## src/rtl/bk_subtract_pipe.sv

```systemverilog
// ---------------------------------------------------------------------------
// bk_subtract_pipe
//
// Two-stage pipelined Brent-Kung prefix subtractor: diff = a - b computed as
// a + ~b + 1, with the +1 folded into the bit-0 group generate of the prefix
// tree. Flow control is valid/ready on both sides; in_ready is combinational
// from out_ready so a full pipe can accept and drain in the same cycle.
//
// Optional build macro:
//   BK_SUB_SATURATE_EN  clamp diff to the signed limit of a's sign on
//                       overflow (flags still reflect the unclamped result).
//
// Parameters:
//   WIDTH      operand width, power of two, >= 4
//
// Ports:
//   clk        rising-edge clock
//   rst_n      asynchronous active-low reset
//   in_valid   operand pair a/b presented
//   in_ready   block accepts operands this cycle
//   a, b       minuend / subtrahend
//   out_valid  result valid
//   out_ready  downstream accepts result
//   diff       a - b modulo 2^WIDTH (clamped when saturation is built in)
//   borrow     unsigned a < b
//   zero       diff == 0
//   overflow   signed two's-complement overflow of a - b
// ---------------------------------------------------------------------------
module bk_subtract_pipe #(
  parameter int WIDTH = 32
) (
  input  logic             clk,
  input  logic             rst_n,
  input  logic             in_valid,
  output logic             in_ready,
  input  logic [WIDTH-1:0] a,
  input  logic [WIDTH-1:0] b,
  output logic             out_valid,
  input  logic             out_ready,
  output logic [WIDTH-1:0] diff,
  output logic             borrow,
  output logic             zero,
  output logic             overflow
);

  localparam int LOG_W = $clog2(WIDTH);
  // Up-sweep levels resolved before the stage-1 register; the rest go in S2.
  localparam int UP_P1 = LOG_W / 2;

`ifdef BK_SUB_SATURATE_EN
  localparam logic signed [WIDTH-1:0] SMAX = {1'b0, {(WIDTH-1){1'b1}}};
  localparam logic signed [WIDTH-1:0] SMIN = {1'b1, {(WIDTH-1){1'b0}}};

  function automatic logic signed [WIDTH-1:0] sat_diff(
    input logic signed [WIDTH-1:0] d,
    input logic                    ovf,
    input logic                    a_neg
  );
    if (!ovf) return d;
    return a_neg ? SMIN : SMAX;
  endfunction
`endif

  logic             vld_p1, vld_p2;
  logic             load_p1, load_p2;

  logic [WIDTH-1:0] p_raw_s1;
  logic [WIDTH-1:0] g_s1, pb_s1;
  logic [WIDTH-1:0] g_p1, pb_p1, p_p1;
  logic             a_msb_p1, b_msb_p1;

  logic [WIDTH-1:0] g_s2, pb_s2;
  logic [WIDTH-1:0] carry_s2;
  logic signed [WIDTH-1:0] diff_s2;
  logic             cout_s2, ovf_s2;

  assign load_p2   = ~vld_p2 | out_ready;
  assign load_p1   = ~vld_p1 | load_p2;
  assign in_ready  = load_p1;
  assign out_valid = vld_p2;

  // ---- Stage 1: bitwise G/P and the first half of the up-sweep ----
  assign p_raw_s1 = a ^ ~b;

  always_comb begin
    g_s1    = a & ~b;
    pb_s1   = p_raw_s1;
    // Carry-in of 1 absorbed here, so group 0 generate already covers it.
    g_s1[0] = g_s1[0] | pb_s1[0];
    for (int k = 1; k <= UP_P1; k++) begin
      for (int i = 0; i < WIDTH; i++) begin
        if (((i + 1) & ((1 << k) - 1)) == 0) begin
          g_s1[i]  = g_s1[i] | (pb_s1[i] & g_s1[i - (1 << (k - 1))]);
          pb_s1[i] = pb_s1[i] & pb_s1[i - (1 << (k - 1))];
        end
      end
    end
  end

  always_ff @(posedge clk or negedge rst_n) begin
    if (!rst_n) begin
      vld_p1 <= 1'b0;
    end else if (load_p1) begin
      vld_p1 <= in_valid;
    end
  end

  always_ff @(posedge clk) begin
    if (load_p1 && in_valid) begin
      g_p1     <= g_s1;
      pb_p1    <= pb_s1;
      p_p1     <= p_raw_s1;
      a_msb_p1 <= a[WIDTH-1];
      b_msb_p1 <= b[WIDTH-1];
    end
  end

  // ---- Stage 2: finish up-sweep, down-sweep fill, sum and flags ----
  always_comb begin
    g_s2  = g_p1;
    pb_s2 = pb_p1;
    for (int k = UP_P1 + 1; k <= LOG_W; k++) begin
      for (int i = 0; i < WIDTH; i++) begin
        if (((i + 1) & ((1 << k) - 1)) == 0) begin
          g_s2[i]  = g_s2[i] | (pb_s2[i] & g_s2[i - (1 << (k - 1))]);
          pb_s2[i] = pb_s2[i] & pb_s2[i - (1 << (k - 1))];
        end
      end
    end
    // Gray cells: position i picks up the completed prefix ending 2^(k-1)
    // bits below it, filling the gaps the up-sweep left.
    for (int k = LOG_W - 1; k >= 1; k--) begin
      for (int i = 0; i < WIDTH; i++) begin
        if ((((i + 1) & ((1 << k) - 1)) == (1 << (k - 1))) && (i >= (1 << k))) begin
          g_s2[i] = g_s2[i] | (pb_s2[i] & g_s2[i - (1 << (k - 1))]);
        end
      end
    end
  end

  // g_s2[i] is now the carry out of bit i; carry into bit 0 is the +1.
  assign carry_s2 = {g_s2[WIDTH-2:0], 1'b1};
  assign diff_s2  = p_p1 ^ carry_s2;
  assign cout_s2  = g_s2[WIDTH-1];
  assign ovf_s2   = (a_msb_p1 ^ b_msb_p1) & (diff_s2[WIDTH-1] ^ a_msb_p1);

  always_ff @(posedge clk or negedge rst_n) begin
    if (!rst_n) begin
      vld_p2   <= 1'b0;
      diff     <= '0;
      borrow   <= 1'b0;
      zero     <= 1'b0;
      overflow <= 1'b0;
    end else if (load_p2) begin
      vld_p2 <= vld_p1;
      if (vld_p1) begin
`ifdef BK_SUB_SATURATE_EN
        diff   <= sat_diff(diff_s2, ovf_s2, a_msb_p1);
`else
        diff   <= diff_s2;
`endif
        borrow   <= ~cout_s2;
        zero     <= ~|diff_s2;
        overflow <= ovf_s2;
      end
    end
  end

endmodule

```

## config.mk

```make
export PLATFORM = sky130hd
export DESIGN_NAME = bk_subtract_pipe
export DESIGN_NICKNAME = d
export VERILOG_FILES = /design/src/rtl/bk_subtract_pipe.sv
export SDC_FILE = /design/constraint.sdc
export NUM_CORES = 1
export LEC_CHECK = 0
export BUFFER_PORTS_ARGS = -buffer_cell sky130_fd_sc_hd__clkbuf_2
export CORE_ASPECT_RATIO = 0.6
export CORE_MARGIN = 2
export CORE_UTILIZATION = 41
export CTS_CLUSTER_SIZE = 25
export DETAILED_ROUTE_END_ITERATION = 7
export GPL_TIMING_DRIVEN = 1
export PLACE_DENSITY = 0.68
export SETUP_SLACK_MARGIN = 0.2
export SLEW_MARGIN = 20
export SYNTH_ARGS = -nofsm -noshare
export SYNTH_HDL_FRONTEND = slang
export SYNTH_SLANG_ARGS = --single-unit
```

## constraint.sdc

```tcl
create_clock -name clk -period 5.15 [get_ports clk]
set_input_delay 0.515 -clock clk [delete_from_list [all_inputs] [get_ports clk]]
set_output_delay 0.515 -clock clk [all_outputs]
set_load 0.005 [all_outputs]
```

==> metrics.csv, run 1 <==
stage,metric,value,unit
status,status,finished clean,
placement,Inst Count DP,635,
route,antenna-violating nets left,0,
timing,Fmax,0.349,GHz
setup_path,CP Capture Type,flip-flop,
synth,Post-Syn Area per Cell,14.0,um^2
clock_tree,clk buf depth,2,
timing,unrepaired setup endpoints after global routing,false,
layout,Non-Filler Instances,667,
timing,fin crit period,2.86,ns
layout,most frequent cells in the layout,"103 x clkbuf_2, 80 x edfxtp_1, 47 x ha_1",
placement,hpwl dp,8040,um
clock_tree,hold buffer count at CTS,0,
die,Core Rows,31,
global_routing,first-pass GRT wire length,17200,um
placement,routability cong.,0.861,
synth,Netlist Area Pre-Place,5190,um^2
setup_path,CP Class,reg2reg,
clock_tree,post_cts resized,0,
die,starting density of the core,0.425,
synth,"Distinct cells, synth",36,
power_and_ir_drop,Power Dens Cells,420,nW/um^2
synth,Seq cells post-synth,117,
clock_tree,clock slew seen by the registers of the worst setup and hold paths,0.05,ns
clock_tree,TritonCTS sink count,117,
route,Via density,4.90,
timing,fin crit share,0.556,
clock_tree,H-tree levels,4,
timing,WHS,0.237,ns
route,First-pass DRT Iterations,4,
synth,Async SR Flop Fraction,0.316,
synth,Post-synth EDFFs,80,
die,die width,149,um
setup_path,"critical path, cell by cell",or4_1 > o21ai_1 > nor2_1 > a21o_1 > ha_1 > nor4_1 > and4_1 > nand4_1 > o41ai_1,
timing,Worst Clk Skew,0.00555,ns
setup_path,Critical path buffers and inverters,0,
setup_path,critical path arrival,3.15,ns
setup_path,cell with the largest stage delay on the worst path,or4_1,
hold_path,HP Class,in2async,
clock_tree,setup bufs post-CTS,0,
synth,yosys warns,0,
clock_tree,Root Driver,clkbuf_16,
power_and_ir_drop,LEAKAGE,3.11,nW
flow_run,total of max-cap violations,0,
die,Die Y,91.2,um
layout,"most common cell after layout, fill and taps aside",clkbuf_2,
power_and_ir_drop,Max IR drop VDD,0.263,mV
global_routing,grt ovf,0,
global_routing,initial antenna violation count,0,
timing,Slew Limit Headroom,0.302,
clock_tree,TritonCTS clock tree,yes,
timing,Final Hold Violating Endpoints,0,
global_routing,largest net degree at the start of global routing,81,
timing,setup tns final,0,ns
global_routing,GR Util All Layers,0.171,
layout,layout cells sized above 1,0.311,
route,Total Wirelength,11000,um
placement,port bufs,104,
timing,setup violators final,0,
clock_tree,CTS Buf Count,17,
route,residual DRC count,0,
setup_path,CP max FO,5,
layout,antenna cells,0,
die,Core Footprint,12200,um^2
timing,worst slew pin tran,1.05,ns
synth,sequential area share after synthesis,0.641,
synth,"Top FF cell, synth",edfxtp_1,
layout,NumNets Final,604,
setup_path,Worst path top cell family by delay,simple AND/OR/NAND/NOR gates,
timing,max-slew violation count,0,
setup_path,worst path required time,5.44,ns
layout,Syn-to-layout area delta,24.7,%
layout,Final Util,0.530,
clock_tree,"Clk Latency, worst-skew pair",0.41,ns
synth,Syn Nets,486,
synth,Mapped Cells,371,
route,DR WL/cell,16.5,um
route,total number of vias,3271,
die,die area,13600,um^2
layout,Fill cells,1030,
setup_path,CP max stage delay,0.55,ns
setup_path,Setup crit start kind,flip-flop,
die,Top Ports,105,
global_routing,vias in the first global route,3245,
route,DRT iter0 DRCs,277,
-- layer usage --
layer,vias to the layer above,share of wire,track usage
met5,-,0,0
met4,0,0.011,0.0595
met3,12,0.071,0.0523
met2,105,0.41,0.230
met1,1561,0.51,0.260
li1,1593,-,-
-- final cells by class --
type | instances | area (um^2) | share of cell area
inverter | 35 | 131 | 0.0203
timing repair buffer | 104 | 520 | 0.0804
clock buffer | 22 | 494 | 0.0763
clock inverter | 10 | 77.6 | 0.0120
tap | 165 | 206 | 0.0319
sequential | 117 | 3330 | 0.514
multi-input combinational | 214 | 1720 | 0.265
-- Yosys cell counts (all sizes together) (2+ instances only) --
master  instances  share of area
a21o           35          0.051
and2            8         0.0096
and3            8         0.0096
buf             2         0.0019
clkbuf          3         0.0022
dfrtp          37           0.18
edfxtp         80           0.46
ha             47           0.11
inv            35          0.025
mux2           15          0.033
mux2i           2         0.0039
nand2          21          0.015
nand2b          3         0.0036
nand4           6         0.0072
nor2           16          0.012
nor2b           2         0.0024
nor4            3         0.0036
o21ai          18          0.017
o41ai           2         0.0048
or3             3         0.0036
xor2           13          0.022
-- path summary, 6_finish.rpt --
| kind | from | endpoint | slack, ns | cells after the start |
|---|---|---|---|---|
| max | g_p1[19] | zero | 2.29 | 9 |
| max reg2reg | g_p1[19] | zero | 2.29 | 9 |
| min | rst_n | diff[1] | 0.24 | 1 |
| max in group asynchronous | rst_n | diff[14] | 4.35 | 1 |
| min in group clk | b[31] | b_msb_p1 | 0.31 | 1 |
| min reg2reg | pb_p1[0] | diff[0] | 0.45 | 1 |
-- worst reg2reg max path, cell delays in order, from the launching register on --
cell      delay, ns
edfxtp_1       0.47
or4_1          0.55
o21ai_1        0.19
nor2_1         0.11
a21o_1         0.20
ha_1           0.28
nor4_1         0.36
and4_1         0.25
nand4_1        0.09
o41ai_1        0.25
-- per-stage QoR --
stage	setup slack, ns	total power [mW]	cell area, um^2
2_1_floorplan	2.15	1.42	5190
3_3_place_gp	2.52	1.61	5900
3_5_place_dp	2.36	1.62	5900
4_1_cts	2.36	2.74	6470
5_1_grt	2.24	2.84	6470
6_report	2.29	2.72	6470
-- cells by family (layout without fill, tap and decap cells) --
group | after synthesis | count (layout) | share of synthesized area
buffers and inverters | 40 | 171 | 0.0294
and+or+nand+nor | 75 | 75 | 0.0737
DFF | 117 | 117 | 0.641
AOI/OAI and AO/OA | 61 | 61 | 0.0827
muxes | 17 | 17 | 0.0364
adders and majority gates | 47 | 47 | 0.113
xor gates and xnor gates | 14 | 14 | 0.0236
-- state kept, by name, indices dropped and copies added (netlist names) --
register	flops
diff	32
g_p1	32
pb_p1	30
p_p1	16
a_msb_p1	1
b_msb_p1	1
borrow	1
out_valid	1
overflow	1
vld_p1	1
zero	1
-- report_power, final --
| part | leakage (nW) | total [mW] | switching [mW] | internal (mW) |
|---|---|---|---|---|
| sequential | 1.22 | 1.22 | 0.0756 | 1.15 |
| combinational | 1.60 | 0.378 | 0.198 | 0.180 |
| clock | 0.283 | 1.11 | 0.397 | 0.718 |
| total | 3.11 | 2.72 | 0.670 | 2.05 |
No activity file was read; power rests on OpenSTA's default activity.
==> inputs of run 2 (changes only) <==
clock period = 2.74 ns   (was 5.15 ns; I/O delays follow)
==> run 2 against run 1 <==
The flow now finishes with violations (negative hold slack). Clock skew rose by 0.0038 ns. Combinational power rose by 99%. Fmax rose by 9.6%. Critical endpoint unchanged.
==> metrics.csv, run 2 (synthesis results as in run 1) <==
stage,metric,value,unit,change
status,status,"finished, violations left",,
status,failing checks,negative hold slack,,
route,First-pass DRT Iterations,4,,unchanged
timing,setup violators final,0,,unchanged
clock_tree,hold buffer count at CTS,0,,unchanged
timing,Final Hold Violating Endpoints,14,,+14
global_routing,initial antenna violation count,0,,unchanged
route,DRT iter0 DRCs,327,,+18%
die,Top Ports,105,,unchanged
layout,most frequent cells in the layout,"103 x clkbuf_2, 80 x edfxtp_1, 46 x ha_1",,
layout,Final Util,0.543,,+0.0135
clock_tree,"Clk Latency, worst-skew pair",0.41,ns,about the same
die,Core Footprint,12200,um^2,unchanged
placement,port bufs,104,,unchanged
power_and_ir_drop,Comb pwr share,0.143,,+0.004
layout,Top Registers,"diff (32), g_p1 (32), pb_p1 (30)",,
hold_path,HP Class,in2async,,
power_and_ir_drop,LEAKAGE,3.16,nW,+1.7%
clock_tree,clk buf depth,2,,unchanged
route,Via density,4.96,,+1.2%
timing,unrepaired setup endpoints after global routing,true,,
placement,instance area after placement,5950,um^2,+0.72%
route,Total Wirelength,11200,um,+1.6%
timing,Fmax,0.383,GHz,+9.6%
setup_path,worst reg2reg path startpoint,g_p1[19],,
placement,routability cong.,0.896,,+4.2%
global_routing,grt ovf,0,,unchanged
timing,setup tns final,0,ns,unchanged
layout,layout cells sized above 1,0.341,,+0.0304
setup_path,CP Capture Type,flip-flop,,
placement,hpwl dp,8300,um,+3.3%
global_routing,GR Util All Layers,0.178,,+0.00641
power_and_ir_drop,Clk pwr share,0.421,,+0.011
clock_tree,TritonCTS sink count,117,,unchanged
clock_tree,clock slew seen by the registers of the worst setup and hold paths,0.05,ns,about the same
timing,max-slew violation count,0,,unchanged
layout,multi-input gate area in the final layout,1780,um^2,+3.8%
die,Core Rows,31,,unchanged
global_routing,vias in the first global route,3318,,+2.2%
die,Die Y,91.2,um,unchanged
global_routing,first-pass GRT wire length,17600,um,+2.5%
power_and_ir_drop,Sw Ratio,0.249,,+0.00240
timing,fin crit period,2.61,ns,-0.250 ns
timing,Slew Limit Headroom,0.405,,+0.103
clock_tree,TritonCTS clock tree,yes,,
layout,Fill cells,1009,,-2.0%
timing,WHS,-0.0142,ns,-0.251 ns
setup_path,Reg2Reg Depth,9,,unchanged
route,antenna-violating nets left,0,,unchanged
route,total number of vias,3351,,+2.4%
layout,"most common cell after layout, fill and taps aside",clkbuf_2,,
layout,NumNets Final,612,,+1.3%
clock_tree,CTS Buf Count,17,,unchanged
power_and_ir_drop,Power Dens Cells,795,nW/um^2,+89%
setup_path,Crit. Startpoint,g_p1[19],,
clock_tree,Root Driver,clkbuf_16,,
layout,final instance area,6640,um^2,+2.6%
die,die width,149,um,unchanged
layout,Syn-to-layout area delta,27.9,%,
route,residual DRC count,0,,unchanged
power_and_ir_drop,Max IR drop VDD,0.412,mV,+57%
timing,fin crit share,0.953,,+0.397
power_and_ir_drop,Psw,1.31,mW,+96%
layout,Non-Filler Instances,675,,+1.2%
setup_path,CP Class,reg2reg,,
layout,sequential cell area,3330,um^2,unchanged
die,die area,13600,um^2,unchanged
layout,antenna cells,0,,unchanged
power_and_ir_drop,register share of total power,0.436,,-0.015
setup_path,critical path arrival,2.91,ns,-0.24 ns
timing,Worst Clk Skew,0.00935,ns,+0.00380 ns
setup_path,Setup crit start kind,flip-flop,,
die,starting density of the core,0.425,,unchanged
placement,Inst Count DP,639,,+0.63%
setup_path,CP max FO,3,,-2
global_routing,largest net degree at the start of global routing,45,,-44%
power_and_ir_drop,Int Pwr,3.96,mW,+94%
timing,worst slew pin tran,0.892,ns,-0.155 ns
flow_run,total of max-cap violations,0,,unchanged
clock_tree,H-tree levels,4,,unchanged
route,DR WL/cell,16.6,um,+0.40%
setup_path,worst path required time,3.04,ns,-2.40 ns
-- run 2: path summary, 6_finish.rpt --
check,slack [ns],to
worst max-delay path,0.13,zero
worst min-delay path,-0.01,diff[2]
worst max register to register,0.13,zero
worst min register to register,0.48,borrow
max in group asynchronous,2.19,diff[17]
min in group clk,0.06,b_msb_p1
-- run 2: power groups by stage --
stage          Clock (mW)  Sequential, mW  Combinational (mW)
2_1_floorplan           0            2.29               0.374
3_3_place_gp            0            2.32               0.704
3_5_place_dp            0            2.33               0.723
4_1_cts              2.25            2.30               0.753
5_1_grt              2.34            2.32               0.844
6_report             2.22            2.30               0.753
-- run 2: critical path, cell delays in order (launching register included) --
cell and delay, ns:
edfxtp_1 0.42, or3_1 0.41, a211oi_2 0.26, nor2_1 0.11, a21o_1 0.19, ha_1 0.30, nor4_2 0.24, and4_1 0.22
nand4_1 0.12, o41ai_2 0.24
-- run 2: layer usage --
metal	routed length [um]	track usage
met5	0	0
met3	923	0.0643
met4	97	0.0571
met2	4720	0.239
met1	5460	0.264
-- run 2: layout make-up --
type                       count  share of cell area
sequential                   117               0.501
multi-input combinational    214               0.268
clock buffer                  18              0.0661
tap                          165              0.0311
timing repair buffer         112              0.0893
inverter                      35              0.0198
clock inverter                14              0.0241
-- run 2: metrics by stage --
| step | worst slack, ns | total power [mW] |
|---|---|---|
| detailed placement | -0.0591 | 3.05 |
| finish | 0.129 | 5.28 |
| floorplan | 0.350 | 2.66 |
| global placement | 0.151 | 3.03 |
| global route | 0.0140 | 5.51 |
| CTS | 0.205 | 5.31 |
-- run 2: timing repair --
action / in CTS / in global routing
gates resized for setup: 7 / 3
buffers inserted: 4 / 0
setup endpoints to repair: 2 / 2
pin swaps: 4 / 1
